--- src/rtl/alu_pkg.sv ---
// alu_pkg -- encoding shared between the ALU control decoder and the
// execute unit, so both ends agree on op codes and FSM states.
//   alu_op_e      : 4-bit operation code (codes 1010-1111 are illegal)
//   exec_state_e  : execute-unit FSM states
//   is_shift_op() : true for SLL/SRL/SRA
package alu_pkg;

   localparam int ALU_OP_W = 4;
   localparam int SHAMT_W  = 5;

   typedef enum logic [ALU_OP_W-1:0] {
      OP_ADD  = 4'b0000,
      OP_SUB  = 4'b0001,
      OP_AND  = 4'b0010,
      OP_OR   = 4'b0011,
      OP_XOR  = 4'b0100,
      OP_SLL  = 4'b0101,
      OP_SRL  = 4'b0110,
      OP_SRA  = 4'b0111,
      OP_SLT  = 4'b1000,
      OP_SLTU = 4'b1001
   } alu_op_e;

   typedef enum logic [1:0] {
      IDLE  = 2'd0,
      SHIFT = 2'd1,
      DONE  = 2'd2
   } exec_state_e;

   function automatic logic is_shift_op(input logic [ALU_OP_W-1:0] code);
      return (code == OP_SLL) || (code == OP_SRL) || (code == OP_SRA);
   endfunction

endpackage

--- src/rtl/alu_exec_unit_shift_step.sv ---
// alu_shift_step -- one iteration of the iterative shifter.
// Combinational: shifts i_value by i_amt (0..SHIFT_STEP) bits in the
// direction selected by i_kind. Anything other than SLL/SRA is treated as
// SRL; the caller only ever passes shift ops.
//   i_value : value being shifted
//   i_amt   : bits to shift this step, never larger than SHIFT_STEP
//   i_kind  : OP_SLL / OP_SRL / OP_SRA
//   o_value : shifted value
module alu_shift_step
   import alu_pkg::*;
#(
   parameter int WIDTH      = 32,
   parameter int SHIFT_STEP = 1,
   parameter int AMT_W      = $clog2(SHIFT_STEP + 1)
) (
   input  logic [WIDTH-1:0] i_value,
   input  logic [AMT_W-1:0] i_amt,
   input  alu_op_e          i_kind,
   output logic [WIDTH-1:0] o_value
);

   logic [WIDTH-1:0] w_sll;
   logic [WIDTH-1:0] w_srl;
   logic [WIDTH-1:0] w_sra;

   assign w_sll = i_value << i_amt;
   assign w_srl = i_value >> i_amt;
   assign w_sra = $signed(i_value) >>> i_amt;

   always_comb begin
      case (i_kind)
         OP_SLL:  o_value = w_sll;
         OP_SRA:  o_value = w_sra;
         default: o_value = w_srl;
      endcase
   end

endmodule

--- src/rtl/alu_exec_unit.sv ---
// alu_exec_unit -- execute-stage responder for the 4-bit ALU control code.
// Takes (op, a, b) over valid/ready, returns result + flags through a
// single-entry output register. Non-shift ops (and zero-amount shifts)
// complete in one cycle; other shifts iterate SHIFT_STEP bits per cycle.
//
// Build option: define ALU_BARREL_SHIFT_EN to replace the iterative shifter
// with a single-cycle combinational barrel shifter (SHIFT state unused,
// SHIFT_STEP ignored). Results are identical; only latency changes.
//
// Ports:
//   clk, rst                  : clock (rising edge), async active-high reset
//   in_valid/in_ready         : request handshake
//   in_aluctrl, in_a, in_b    : op code and operands (in_b[4:0] = shamt)
//   out_valid/out_ready       : result handshake
//   out_result                : result
//   out_zero                  : registered out_result == 0
//   out_illegal               : op code was undefined (result forced to 0)
module alu_exec_unit
   import alu_pkg::*;
#(
   parameter int WIDTH      = 32,
   parameter int SHIFT_STEP = 1
) (
   input  logic                clk,
   input  logic                rst,
   input  logic                in_valid,
   output logic                in_ready,
   input  logic [ALU_OP_W-1:0] in_aluctrl,
   input  logic [WIDTH-1:0]    in_a,
   input  logic [WIDTH-1:0]    in_b,
   output logic                out_valid,
   input  logic                out_ready,
   output logic [WIDTH-1:0]    out_result,
   output logic                out_zero,
   output logic                out_illegal
);

`ifdef ALU_BARREL_SHIFT_EN
   localparam bit BARREL_EN = 1'b1;
`else
   localparam bit BARREL_EN = 1'b0;
`endif
   localparam int AMT_W = $clog2(SHIFT_STEP + 1);

   exec_state_e      r_state, w_state_nxt;
   alu_op_e          r_op, w_op_nxt;
   logic [WIDTH-1:0] r_val, w_val_nxt;
   logic [SHAMT_W-1:0] r_rem, w_rem_nxt;

   logic             r_out_valid;
   logic [WIDTH-1:0] r_result;
   logic             r_zero;
   logic             r_illegal;

   logic             w_accept;
   logic             w_iter;
   logic [SHAMT_W-1:0] w_shamt;
   logic [WIDTH-1:0] w_comb_res;
   logic             w_comb_ill;
   logic [WIDTH-1:0] w_sra;
   logic [WIDTH-1:0] w_step_out;
   logic [AMT_W-1:0] w_k;
   logic             w_load;
   logic [WIDTH-1:0] w_load_res;
   logic             w_load_ill;

   // A new request may enter only when idle and the output slot is free or
   // draining this same cycle.
   assign in_ready = !rst && (r_state == IDLE) && (!r_out_valid || out_ready);
   assign w_accept = in_valid && in_ready;
   assign w_shamt  = in_b[SHAMT_W-1:0];

   // Zero-amount shifts bypass the iterator: the result is just a.
   assign w_iter = !BARREL_EN && is_shift_op(in_aluctrl) && (w_shamt != '0);

   assign w_sra = $signed(in_a) >>> w_shamt;

   // Single-cycle datapath. Shift entries only matter when BARREL_EN or when
   // shamt == 0, in which case in_a is the right answer.
   always_comb begin
      w_comb_res = '0;
      w_comb_ill = 1'b0;
      case (in_aluctrl)
         OP_ADD:  w_comb_res = in_a + in_b;
         OP_SUB:  w_comb_res = in_a - in_b;
         OP_AND:  w_comb_res = in_a & in_b;
         OP_OR:   w_comb_res = in_a | in_b;
         OP_XOR:  w_comb_res = in_a ^ in_b;
         OP_SLL:  w_comb_res = BARREL_EN ? (in_a << w_shamt) : in_a;
         OP_SRL:  w_comb_res = BARREL_EN ? (in_a >> w_shamt) : in_a;
         OP_SRA:  w_comb_res = BARREL_EN ? w_sra : in_a;
         OP_SLT:  w_comb_res = {{(WIDTH-1){1'b0}}, ($signed(in_a) < $signed(in_b))};
         OP_SLTU: w_comb_res = {{(WIDTH-1){1'b0}}, (in_a < in_b)};
         default: w_comb_ill = 1'b1;
      endcase
   end

   // Bits to shift this iteration: min(remaining, SHIFT_STEP).
   assign w_k = (r_rem < SHAMT_W'(SHIFT_STEP)) ? r_rem[AMT_W-1:0] : AMT_W'(SHIFT_STEP);

`ifdef ALU_BARREL_SHIFT_EN
   assign w_step_out = r_val;
`else
   alu_shift_step #(
      .WIDTH      (WIDTH),
      .SHIFT_STEP (SHIFT_STEP),
      .AMT_W      (AMT_W)
   ) u_step (
      .i_value (r_val),
      .i_amt   (w_k),
      .i_kind  (r_op),
      .o_value (w_step_out)
   );
`endif

   // Next-state and output-register load control.
   always_comb begin
      w_state_nxt = r_state;
      w_op_nxt    = r_op;
      w_val_nxt   = r_val;
      w_rem_nxt   = r_rem;
      w_load      = 1'b0;
      w_load_res  = w_comb_res;
      w_load_ill  = w_comb_ill;
      case (r_state)
         IDLE: begin
            if (w_accept) begin
               if (w_iter) begin
                  w_op_nxt    = alu_op_e'(in_aluctrl);
                  w_val_nxt   = in_a;
                  w_rem_nxt   = w_shamt;
                  w_state_nxt = SHIFT;
               end else begin
                  w_load = 1'b1;
               end
            end
         end
         SHIFT: begin
            w_val_nxt = w_step_out;
            w_rem_nxt = r_rem - SHAMT_W'(w_k);
            if (w_rem_nxt == '0) w_state_nxt = DONE;
         end
         DONE: begin
            // Output slot is guaranteed empty here: accept required it free
            // and nothing else can load it while shifting.
            w_load      = 1'b1;
            w_load_res  = r_val;
            w_load_ill  = 1'b0;
            w_state_nxt = IDLE;
         end
         default: w_state_nxt = IDLE;
      endcase
   end

   always_ff @(posedge clk or posedge rst) begin
      if (rst) begin
         r_state     <= IDLE;
         r_op        <= OP_ADD;
         r_val       <= '0;
         r_rem       <= '0;
         r_out_valid <= 1'b0;
         r_result    <= '0;
         r_zero      <= 1'b0;
         r_illegal   <= 1'b0;
      end else begin
         r_state <= w_state_nxt;
         r_op    <= w_op_nxt;
         r_val   <= w_val_nxt;
         r_rem   <= w_rem_nxt;
         if (w_load) begin
            r_out_valid <= 1'b1;
            r_result    <= w_load_res;
            r_zero      <= (w_load_res == '0);
            r_illegal   <= w_load_ill;
         end else if (out_ready) begin
            r_out_valid <= 1'b0;
         end
      end
   end

   assign out_valid   = r_out_valid;
   assign out_result  = r_result;
   assign out_zero    = r_zero;
   assign out_illegal = r_illegal;

endmodule

--- config.mk ---
export PLATFORM = sky130hd
export DESIGN_NAME = alu_exec_unit
export DESIGN_NICKNAME = d
export VERILOG_FILES = /design/src/rtl/alu_pkg.sv /design/src/rtl/alu_exec_unit_shift_step.sv /design/src/rtl/alu_exec_unit.sv
export SDC_FILE = /design/constraint.sdc
export NUM_CORES = 1
export LEC_CHECK = 0
export ABC_AREA = 1
export CAP_MARGIN = 40
export CELL_PAD_IN_SITES_DETAIL_PLACEMENT = 0
export CELL_PAD_IN_SITES_GLOBAL_PLACEMENT = 1
export CORE_MARGIN = 2
export CORE_UTILIZATION = 41
export CTS_CLUSTER_SIZE = 10
export DETAILED_ROUTE_END_ITERATION = 7
export PLACE_DENSITY_LB_ADDON = 0.1
export SETUP_SLACK_MARGIN = 0.15
export SKIP_CTS_REPAIR_TIMING = 1
export SLEW_MARGIN = 0
export SYNTH_ARGS = -nofsm -noshare
export SYNTH_HDL_FRONTEND = slang
export SYNTH_HIERARCHICAL = 1
export SYNTH_SLANG_ARGS = --single-unit
--- constraint.sdc ---
create_clock -name clk -period 7.5 [get_ports clk]
set_clock_uncertainty 0.15 [all_clocks]
set_input_delay 2.25 -clock clk [delete_from_list [all_inputs] [get_ports clk]]
set_output_delay 2.25 -clock clk [all_outputs]
set_load 0.02 [all_outputs]
# ---- Word-level counts from Yosys, hierarchy flattened
# Cells that the tools add are included.
dict set report op_classes {
  n_addsub 3
  order_cmp 3
  n_eq_ne 16
  shifts 3
  n_mux 21
  bitwise 3
  reduce_logical 21
}
# cell n
set ops {}
lappend ops {{$pmux W32 S8} 1}
lappend ops {{$pmux W32 S2} 2}
lappend ops {{$mux W32} 3}
lappend ops {{$lt A32 B32 Y1} 2}
lappend ops {{$add A32 B32 Y32} 1}
lappend ops {{$and A32 B32 Y32} 1}
lappend ops {{$logic_not A32 Y1} 1}
lappend ops {{$or A32 B32 Y32} 1}
lappend ops {{$shl A32 B1 Y32} 1}
lappend ops {{$shr A32 B1 Y32} 1}
lappend ops {{$sshr A32 B1 Y32} 1}
lappend ops {{$sub A32 B32 Y32} 1}
lappend ops {{$xor A32 B32 Y32} 1}
lappend ops {{$eq A4 B3 Y1 const B} 6}
lappend ops {{$mux W5} 2}
lappend ops {{$pmux W5 S2} 1}
lappend ops {{$reduce_or A10 Y1} 1}
lappend ops {{$reduce_and A3 Y1} 3}
lappend ops {{$eq A4 B2 Y1 const B} 2}
lappend ops {{$eq A4 B4 Y1 const B} 2}
lappend ops {{$mux W1} 7}
lappend ops {{$mux W2} 3}
lappend ops {{$ne A2 B2 Y1 const B} 3}
lappend ops {{$logic_not A5 Y1} 1}
lappend ops {{other kinds (15)} 22}
dict set report word_totals {
  register_bits 78
  in_bits 72
  output_inout_bits 36
}

# ---- Depth between registers and ports, before layout
# Gate-level depths: netlist of run 1.
dict set report logic_depth {
  word_depth 8
  depth_mapped 23
}

# ---- By module
# The synthesis of run 1 kept the hierarchy.
# mod instances cells_per_inst area_per_inst_um2
set by_module_without_submodules {}
lappend by_module_without_submodules {alu_exec_unit 1 1767 10523.8}
lappend by_module_without_submodules {alu_shift_step 1 215 974.7}

# ---- Worst setup path before layout of run 1
# No wires, ideal clock.
dict set report synth_timing {
  path_type {input to output}
  from {in rst}
  to {out in_ready}
  arrival_ns 4.781
  t_required_ns 5.100
  path_slack_ns 0.319
  stages 3
  n_path_buf 0
  path_cell_list {inv_1 o21ai_0 nor3_1}
}
dict set report synth_between {
  elab_chain_len 3
}
# item line_no
set synth_rtl {}
lappend synth_rtl {{from (decl)} alu_exec_unit.sv:25} ;# input logic rst,
lappend synth_rtl {{$logic_not A1 Y1 (no line)} --}
lappend synth_rtl {{$logic_and A1 B1 Y1 (2 in a row)} alu_exec_unit.sv:69} ;# assign in_ready = !rst && (r_state == IDLE) && (!r_out_valid || out_ready);
lappend synth_rtl {{to (decl)} alu_exec_unit.sv:27} ;# output logic in_ready,
# Every way passes these cells.

# ---- Worst setup path in the final report of run 1
# Same ends and word-level chain as after synthesis.

==> results of run 1 <==
worst max-delay path, stage by stage:
cell and delay (ns):
clkdlybuf4s50_1 0.42, clkinv_2 0.09, o21ai_0 0.09, nor3_1 0.25, clkdlybuf4s50_1 0.67
cell usage after synthesis, types with 2 or more instances:
master / instances / area [sq um]
a211oi_1: 3 / 22.5
a21oi_1: 66 / 330
a21oi_2: 3 / 26.3
a221oi_1: 13 / 114
a31oi_1: 21 / 131
and2_1: 6 / 37.5
and3_1: 4 / 25.0
buf_1: 6 / 22.5
buf_2: 29 / 145
buf_4: 20 / 150
buf_6: 11 / 124
clkbuf_1: 14 / 52.6
clkinv_1: 3 / 11.3
dfrtp_1: 78 / 1950
fa_1: 2 / 40.0
ha_1: 115 / 1440
inv_1: 300 / 1130
inv_2: 31 / 116
nand2_1: 640 / 2400
nand2_2: 13 / 81.3
nand3_1: 216 / 1080
nand3_2: 6 / 60.1
nand3b_1: 2 / 15.0
nand4_1: 14 / 87.6
nor2_1: 151 / 567
nor2_2: 4 / 25.0
nor2_4: 7 / 78.8
nor3_1: 14 / 70.1
o211ai_1: 17 / 128
o21a_1: 19 / 143
o21ai_0: 88 / 440
o21ai_1: 5 / 25.0
o21bai_1: 10 / 75.1
o22ai_1: 40 / 250
xor2_1: 3 / 26.3
final timing paths:
check	to	from	slack (ns)	cells past startpoint
worst max-delay path	in_ready	rst	1.33	5
worst min-delay path	r_op[2]	r_op[2]	0.31	1
worst max register to register	out_result[29]	r_state[1]	4.47	7
worst min register to register	r_op[2]	r_op[2]	0.31	1
max in group asynchronous	r_val[15]	rst	3.95	4
min in group asynchronous	out_result[5]	rst	2.27	3
metal layers:
metal,vias up,track usage [%],routed length [um]
li1,6392,-,-
met1,5914,43.7,20600
met2,425,47.2,19100
met3,45,2.35,2850
met4,0,6.78,810
met5,-,0,0
layout make-up:
| type | count | area [sq um] | share of cell area (%) |
|---|---|---|---|
| clock buffer | 10 | 229 | 1.76 |
| clock inverter | 5 | 75.1 | 0.577 |
| inverter | 334 | 1250 | 9.65 |
| multi-input combinational | 1490 | 7820 | 60.1 |
| sequential | 78 | 1950 | 15.0 |
| tap | 378 | 473 | 3.64 |
| timing repair buffer | 119 | 1200 | 9.24 |
kinds of logic (layout without fill, tap and decap cells):
logic type               count (synthesis)  after routing  share of synthesized area [%]
AO/OA/AOI/OAI                          287            287                           14.9
XOR/XNOR                                 3              3                          0.229
adder cells (fa/ha/maj)                117            117                           12.9
buffers and inverters                  414            468                           15.2
flip-flops                              78             78                           17.0
AND/OR/NAND/NOR                       1083           1083                           39.9
sequential cells by signal (all words and copies together), names as in the netlist:
name	flops
out_illegal	1
out_result	32
out_valid	1
out_zero	1
r_op	4
r_rem	5
r_state	2
r_val	32
power by group through the flow:
| stage | clock (W) | sequential [W] | combinational, W |
|---|---|---|---|
| 2_1_floorplan | 0 | 0.000847 | 0.00117 |
| 3_3_place_gp | 0 | 0.000767 | 0.00178 |
| 3_5_place_dp | 0 | 0.000770 | 0.00180 |
| 4_1_cts | 0.000469 | 0.000768 | 0.00181 |
| 5_1_grt | 0.000484 | 0.000795 | 0.00204 |
| 6_report | 0.000457 | 0.000765 | 0.00182 |
through the flow:
stage | setup WS, ns | total power (W) | utilization [%] | std cells
after floorplan | 0.319 | 0.00202 | - | 1982
after global placement | 1.31 | 0.00255 | 45.6 | 2397
after detailed placement | 1.31 | 0.00257 | 45.8 | 2399
after CTS | 1.30 | 0.00304 | 46.9 | 2414
after global routing | 1.24 | 0.00332 | 46.9 | 2414
final | 1.33 | 0.00304 | 46.9 | 2414
==> impl_metrics.yaml, run 1 <==
layout:
  fin_area_sq_mm: 0.0130
  drive_gt1_share_pct: 4.81
  antennaDiodeCount: 0
  finalNetCount: 2221
  area_growth_pct: 13.1
  mostFrequentLayoutCell: "nand2_1"
  final_cell_mix: "640 x nand2_1, 299 x inv_1, 215 x nand3_1"
  n_fill_cell: 3051
timing:
  holdWs_ns: 0.315
  slew_headroom_pct: 45.1
  tightestPinTransition_ns: 0.822
  setup_tns_ns: 0
  hold_viol: 0
  finalCriticalPeriod_ns: 6.17
  setup_viol: 0
  rsz0062_at_grt: "no"
  slew_violations: 0
  fmax_ghz: 0.162
  finalCritPeriodShare_pct: 82.2
yosys:
  synth_fp_nets: 2171
  avgSynthCellArea_sq_um: 5.80
  synthesis.area_sq_mm: 0.0115
  syn-instance-count: 1982
  async_reset_ff_share_pct: 100
  yosys_warnings: 6
  seq_area_frac_synth_pct: 17.0
  yosys_register_bits: 78
  yosys_most_used_dff: "dfrtp_1"
  ys_types: 43
  synth_edf_count: 0
clocking:
  cts.sinks: 78
  h-tree-depth: 3
  path_clk_slew_ns: 0.06
  root_buffer: "clkbuf_16"
  cts_tree: "built"
  clk_latency_ns: 0.34
  clock_path_buffers: 2
  cts_buffers: 9
pwr:
  p_comb_share_pct: 59.8
  worst_ir_drop_vdd_v: 0.000156
  switchingPower_w: 0.00149
  seq_power_share_pct: 25.2
  p_per_area_mw_per_mm2: 234
  p_int_w: 0.00155
  leakage_nw: 6.98
  p_clk_share_pct: 15.0
  p_sw_share_pct: 48.9
detailed_routing:
  firstDrtPassIters: 6
  wirelength_mm: 43.4
  wl_per_cell_um: 18.0
  avgViaCountPerCell: 5.29
  drt_iter0_drc: 1074
  ant_nets: 0
  vias: 12776
  drc_errors: 0
floorplanning:
  row_count: 61
  die_h_um: 171
  io_pins: 108
  core_sq_mm: 0.0277
  initial_utilization_pct: 41.5
  dieWidth_um: 171
  dieArea_sq_mm: 0.0294
critical_path:
  endpoint_kind: "primary output"
  critPathKind: "primary input to primary output"
  path_max_fanout: 3
  critPathRequiredTime_ns: 5.10
  critPathLaunchType: "primary input"
  cp.arrival_ns: 3.77
global_routing:
  grt_pass1_vias: 11817
  grt_pass1_wl_mm: 67.1
  overflow: 0
  grt_max_degree: 75
  antenna_found_initial: 0
  grt_usage_pct: 29.8
run:
  cap_violations: 0
placed_design:
  hpwl_mm: 34.9
  gp_congestion: 0.957
  io_buffer_count: 107
  place_area_sq_mm: 0.0127
status:
  status: "finished clean"
worst_hold_path:
  hp-class: "flip-flop to flip-flop"
(Power assumes the default switching activity.)
==> inputs of run 2 (changes only) <==
==> constraint.sdc (replaced) <==
create_clock -name clk -period 6.04 [get_ports clk]
set_clock_uncertainty 0.15 [all_clocks]
set_input_delay 1.812 -clock clk [delete_from_list [all_inputs] [get_ports clk]]
set_output_delay 1.812 -clock clk [all_outputs]
set_load 0.02 [all_outputs]
==> run 2 against run 1 <==
  * Final cell count up 0.17%
  * Combinational power up 26%
  * Hold slack better by 0.011 ns
  * Routed wire length up 1.7%
  * First-iteration DRC count up 17%
  * Via count up 0.87%
  * Register-to-register slack worse by 1.7 ns
  * Sequential share of layout area about the same
  * Non-clock buffer count up 3
  * Core utilization about the same
  * Critical path type unchanged
  * Critical endpoint unchanged
  * Largest power group unchanged
==> impl_metrics.yaml, run 2 (synthesized netlist as in run 1, its figures left out) <==
critical_path:
  endpoint_kind: "primary output"
  r2r_start: "r_state[1]"
  cp.arrival_ns: 3.46
  path_max_fanout: 3
  critPathKind: "primary input to primary output"
  startpoint: "rst"
  critPathLaunchType: "primary input"
  critPathRequiredTime_ns: 4.08
worst_hold_path:
  hp-class: "flip-flop to flip-flop"
  min_from: "r_op[2]"
clocking:
  cts_tree: "built"
  h-tree-depth: 3
  clk_latency_ns: 0.34
  root_buffer: "clkbuf_16"
  cts.sinks: 78
  cts_buffers: 9
  path_clk_slew_ns: 0.06
  clock_path_buffers: 2
placed_design:
  dp_slack_ns: 0.632
  gp_congestion: 0.952
  io_buffer_count: 107
  hpwl_mm: 35.3
run:
  cap_violations: 0
detailed_routing:
  vias: 12887
  firstDrtPassIters: 5
  ant_nets: 0
  wirelength_mm: 44.2
  wl_per_cell_um: 18.3
  avgViaCountPerCell: 5.33
  drc_errors: 0
  drt_iter0_drc: 1252
layout:
  n_fill_cell: 3080
  final_cell_mix: "640 x nand2_1, 299 x inv_1, 216 x nand3_1"
  area_growth_pct: 13.0
  mostFrequentLayoutCell: "nand2_1"
  antennaDiodeCount: 0
  multi_input_area_sq_mm: 0.00781
  drive_gt1_share_pct: 4.90
  regArea_sq_mm: 0.00195
  finalNetCount: 2224
floorplanning:
  die_h_um: 171
  core_sq_mm: 0.0277
  dieArea_sq_mm: 0.0294
  io_pins: 108
  row_count: 61
  initial_utilization_pct: 41.5
  dieWidth_um: 171
global_routing:
  grt_usage_pct: 30.0
  overflow: 0
  grt_pass1_wl_mm: 67.2
  grt_pass1_vias: 12098
  antenna_found_initial: 4
  grt_max_degree: 75
timing:
  fin_ws_ns: 0.622
  finalCriticalPeriod_ns: 5.42
  hold_viol: 0
  slew_headroom_pct: 43.4
  setup_viol: 0
  setup_tns_ns: 0
  slew_violations: 0
  rsz0062_at_grt: "no"
  tightestPinTransition_ns: 0.849
  fmax_ghz: 0.185
  finalCritPeriodShare_pct: 89.7
status:
  status: "finished clean"
pwr:
  leakage_nw: 6.97
  worst_ir_drop_vdd_v: 0.000149
  p_per_area_mw_per_mm2: 292
==> run 2: cell count changes in the layout (fill, tap and decap cells not counted) <==
| cell | change |
|---|---|
| nand3_2 | -1 |
| buf_16 | -1 |
| clkinvlp_4 | +2 |
| clkbuf_8 | +2 |
| bufinv_16 | -1 |
| nand3_1 | +1 |
| clkbuf_1 | +1 |
| buf_4 | +4 |
| clkinv_2 | -3 |
==> run 2: metal layers <==
layer,part of all wire (%),track usage [%]
met4,2.5,8.55
met3,8.1,4.90
met1,46,41.6
met2,44,47.7
met5,0.057,0
==> run 2: layout make-up <==
| cell class | count | share of cell area, % |
|---|---|---|
| flip-flops and latches | 78 | 15.0 |
| clock buffers | 13 | 2.00 |
| multi-input cells | 1490 | 60.1 |
| repair buffers | 122 | 9.26 |
| clock inverters | 3 | 0.327 |
| well taps | 378 | 3.64 |
| inverters | 334 | 9.67 |
==> run 2: final timing paths <==
kind / end / slack [ns] / cells past startpoint
worst max-delay path: in_ready / 0.62 / 5
worst min-delay path: r_op[2] / 0.33 / 1
worst max register to register: out_result[29] / 2.74 / 8
worst min register to register: r_op[2] / 0.33 / 1
max in group asynchronous: r_val[4] / 2.88 / 4
min in group asynchronous: r_val[24] / 1.85 / 3
==> run 2: stage by stage <==
step / util (%) / cell area (sq um) / power [W] / cells / hold WS [ns]
after global routing: 46.9 / 13000 / 0.00412 / 2418 / 0.350
after CTS: 46.9 / 13000 / 0.00379 / 2418 / 0.328
after floorplan: - / 11500 / 0.00251 / 1982 / 0.290
after global placement: 45.7 / 12700 / 0.00320 / 2401 / 0.306
final: 46.9 / 13000 / 0.00380 / 2418 / 0.325
after detailed placement: 45.8 / 12700 / 0.00322 / 2402 / 0.305
==> run 2: power by group <==
group | switching (W) | internal, W
Sequential | 0.000180 | 0.000770
Combinational | 0.00149 | 0.000801
Clock | 0.000212 | 0.000342
Total | 0.00188 | 0.00191
==> run 2: worst max-delay path, stage by stage <==
cell	delay, ns
clkdlybuf4s50_1	0.44
clkinvlp_4	0.14
o21ai_0	0.09
nor3_1	0.29
clkdlybuf4s50_1	0.67
==> inputs of run 3 (changes only) <==
--- a/config.mk
+++ b/config.mk
@@ -5,12 +5,11 @@
 export SDC_FILE = /design/constraint.sdc
 export NUM_CORES = 1
 export LEC_CHECK = 0
-export ABC_AREA = 1
 export CAP_MARGIN = 40
 export CELL_PAD_IN_SITES_DETAIL_PLACEMENT = 0
 export CELL_PAD_IN_SITES_GLOBAL_PLACEMENT = 1
 export CORE_MARGIN = 2
-export CORE_UTILIZATION = 41
+export CORE_UTILIZATION = 43
 export CTS_CLUSTER_SIZE = 10
 export DETAILED_ROUTE_END_ITERATION = 7
 export PLACE_DENSITY_LB_ADDON = 0.1
==> run 3 against run 2 <==
  * Critical path depth increased by 11
  * Non-clock buffer count is 130 higher
  * Synthesized cell count down 29%
  * Core utilization is 7.9 points higher
  * Die area decreased by 14%
  * Combinational power barely moved
  * Sequential share of layout area increased by 0.16 points
  * Final area down 1.1%
  * Critical endpoint is now out_zero
==> impl_metrics.yaml, run 3 <==
layout:
  antennaDiodeCount: 0
  finalNetCount: 1767
  final_cell_mix: "190 x a21oi_1, 184 x nor2_1, 141 x buf_4"
  area_growth_pct: 24.9
  drive_gt1_share_pct: 13.1
  final_cells: 1902
  mostFrequentLayoutCell: "a21oi_1"
  n_fill_cell: 2311
yosys:
  synth.top_cell.area_share_pct: 19.0
  avgSynthCellArea_sq_um: 7.31
  synth_edf_count: 0
  seq_area_frac_synth_pct: 19.0
  synth_xor_area_share_pct: 1.19
  yosys_most_used_dff: "dfrtp_1"
  ys_types: 88
  synthMuxAreaShare_pct: 4.90
  synth_top_family_by_area: "compound AO/OA/AOI/OAI gates"
  async_reset_ff_share_pct: 100
  synth_area_leader_cell: "dfrtp_1"
  syn-instance-count: 1408
  synth_fp_nets: 1597
  yosys_warnings: 6
  yosysMostFrequentCell: "a21oi_1"
  synth-compound-area-share_pct: 32.4
  yosys_register_bits: 78
  synthesis.area_sq_mm: 0.0103
  synth_area_leaders: "dfrtp_1 19%, ha_1 14%, a21oi_1 9.2%, nor2_1 6.8%, o21ai_0 3.9%"
  synth_adder_area_share_pct: 14.4
  synthTopCellsByCount: "190 x a21oi_1, 186 x nor2_1, 115 x ha_1"
  yosys.area_share.simple_pct: 20.4
global_routing:
  met1_usage_pct: 40.6
  use_met3_pct: 4.49
  use_met2_pct: 56.4
  grt_usage_pct: 33.5
  antenna_found_initial: 1
  grt_pass1_vias: 11217
  grt_pass1_wl_mm: 66.2
  grt_max_degree: 65
  top_usage_layer: "met2"
  overflow: 0
detailed_routing:
  drc_errors: 0
  vias: 11535
  ant_nets: 0
  drt_iter0_drc: 905
  firstDrtPassIters: 7
  avgViaCountPerCell: 6.06
  wirelength_mm: 42.7
  wl_per_cell_um: 22.4
critical_path:
  crit_slowest_cell: "clkdlybuf4s50_1"
  cp.arrival_ns: 5.82
  reg2reg_depth: 12
  critPathRequiredTime_ns: 6.14
  crit_buf_inv: 3
  path_max_fanout: 4
  endpoint_kind: "flip-flop"
  reg2reg_slack_ns: 2.23
  crit_chain: "clkdlybuf4s50_1, ha_1, inv_1, fa_1, and2b_1, o2111ai_1, a2111o_1, and2_1, a211o_1, and3b_1, or3_1, nand4b_1, nor4_2, buf_4, nand4b_1, o31ai_1"
  crit_cells: 16
  critPathLaunchType: "primary input"
  rr_endpoint: "out_zero"
  cp_common_cell: "nand4b_1"
  crit_path_max_incr_delay_ns: 0.49
  r2r_start: "r_state[1]"
  crit_family: "simple AND/OR/NAND/NOR gates"
  critPathKind: "primary input to flip-flop"
timing:
  setup_tns_ns: 0
  holdWs_ns: 0.328
  fmax_ghz: 0.175
  hold_viol: 0
  setup_viol: 0
  slew_violations: 0
  fin_ws_ns: 0.321
  rsz0062_at_grt: "no"
  finalCritPeriodShare_pct: 94.7
  finalCriticalPeriod_ns: 5.72
  tightestPinTransition_ns: 0.793
  slew_headroom_pct: 46.9
floorplanning:
  row_count: 56
  dieWidth_um: 159
  initial_utilization_pct: 43.9
  io_pins: 108
  dieArea_sq_mm: 0.0252
  core_sq_mm: 0.0235
  die_h_um: 159
placed_design:
  hpwl_mm: 34.0
  dp_slack_ns: -0.0929
  gp_congestion: 0.997
  dp.cells: 1886
  io_buffer_count: 107
clocking:
  path_clk_slew_ns: 0.06
  cts.sinks: 78
  clock_path_buffers: 2
  root_buffer: "clkbuf_16"
  cts_tree: "built"
  h-tree-depth: 3
  clk_latency_ns: 0.34
  cts_buffers: 9
worst_hold_path:
  min_from: "out_result[12]"
  hold_end: "out_result[12]"
  hp-class: "flip-flop to flip-flop"
  whs_path_depth: 2
pwr:
  leakage_nw: 5.66
  worst_ir_drop_vdd_v: 0.000242
  p_per_area_mw_per_mm2: 301
  finalPower_w: 0.00387
status:
  status: "finished clean"
run:
  cap_violations: 0
-- run 3: cell count changes after synthesis, moves of 31 or more --
cell / previous run / this run
nand2_1: 640 / 99
inv_1: 300 / 101
a21oi_1: 66 / 190
mux2i_1: 0 / 38
nand3_1: 216 / 18
clkbuf_1: 14 / 73
inv_2: 31 / 0
o22ai_1: 40 / 4
nor2_1: 151 / 186
-- run 3: metal layers --
layer  routed length (um)  up-vias
met5                   13        -
met4                 3120        2
met3                 2280      139
met2                20100      469
met1                17100     5439
li1                     -     5486
-- run 3: logic make-up after synthesis --
| kind of cell | Yosys count |
|---|---|
| xor gates and xnor gates | 14 |
| AOI/OAI and AO/OA | 509 |
| buffers and inverters | 194 |
| muxes | 49 |
| adders and majority gates | 117 |
| and+or+nand+nor | 447 |
| DFF | 78 |
-- run 3: power breakdown --
part           internal [W]  switching (W)
clock network      0.000334       0.000231
logic              0.000972        0.00132
registers          0.000758       0.000257
total               0.00206        0.00181
-- run 3: per-stage QoR --
step                      cell area (sq um)  utilization [%]
after floorplan                       10300                -
after global placement                12500             53.2
after detailed placement              12500             53.4
after CTS                             12800             54.7
after global routing                  12900             54.8
final                                 12900             54.8
-- run 3: area by class of cell --
class / instances / area (sq um) / share of cell area [%]
multi-input combinational: 1136 / 7610 / 59.2
timing repair buffer: 252 / 2210 / 17.2
sequential: 78 / 1950 / 15.2
tap: 319 / 399 / 3.10
inverter: 101 / 380 / 2.96
clock buffer: 10 / 239 / 1.86
clock inverter: 6 / 70.1 / 0.545
-- run 3: worst max-delay path by stage --
stage               endpoint     from  slack (ns)
floorplan           out_zero  in_a[0]        0.83
global placement    out_zero  in_a[0]       -0.09
detailed placement  out_zero  in_b[0]       -0.09
CTS                 out_zero  in_b[0]        0.22
global route        out_zero  in_b[1]        0.14
finish              out_zero  in_b[0]        0.32
-- run 3: tightest hold or removal path, cell delays in order (launching register included) --
cell     delay [ns]
dfrtp_1        0.34
nand2_1        0.04
o21ai_0        0.06
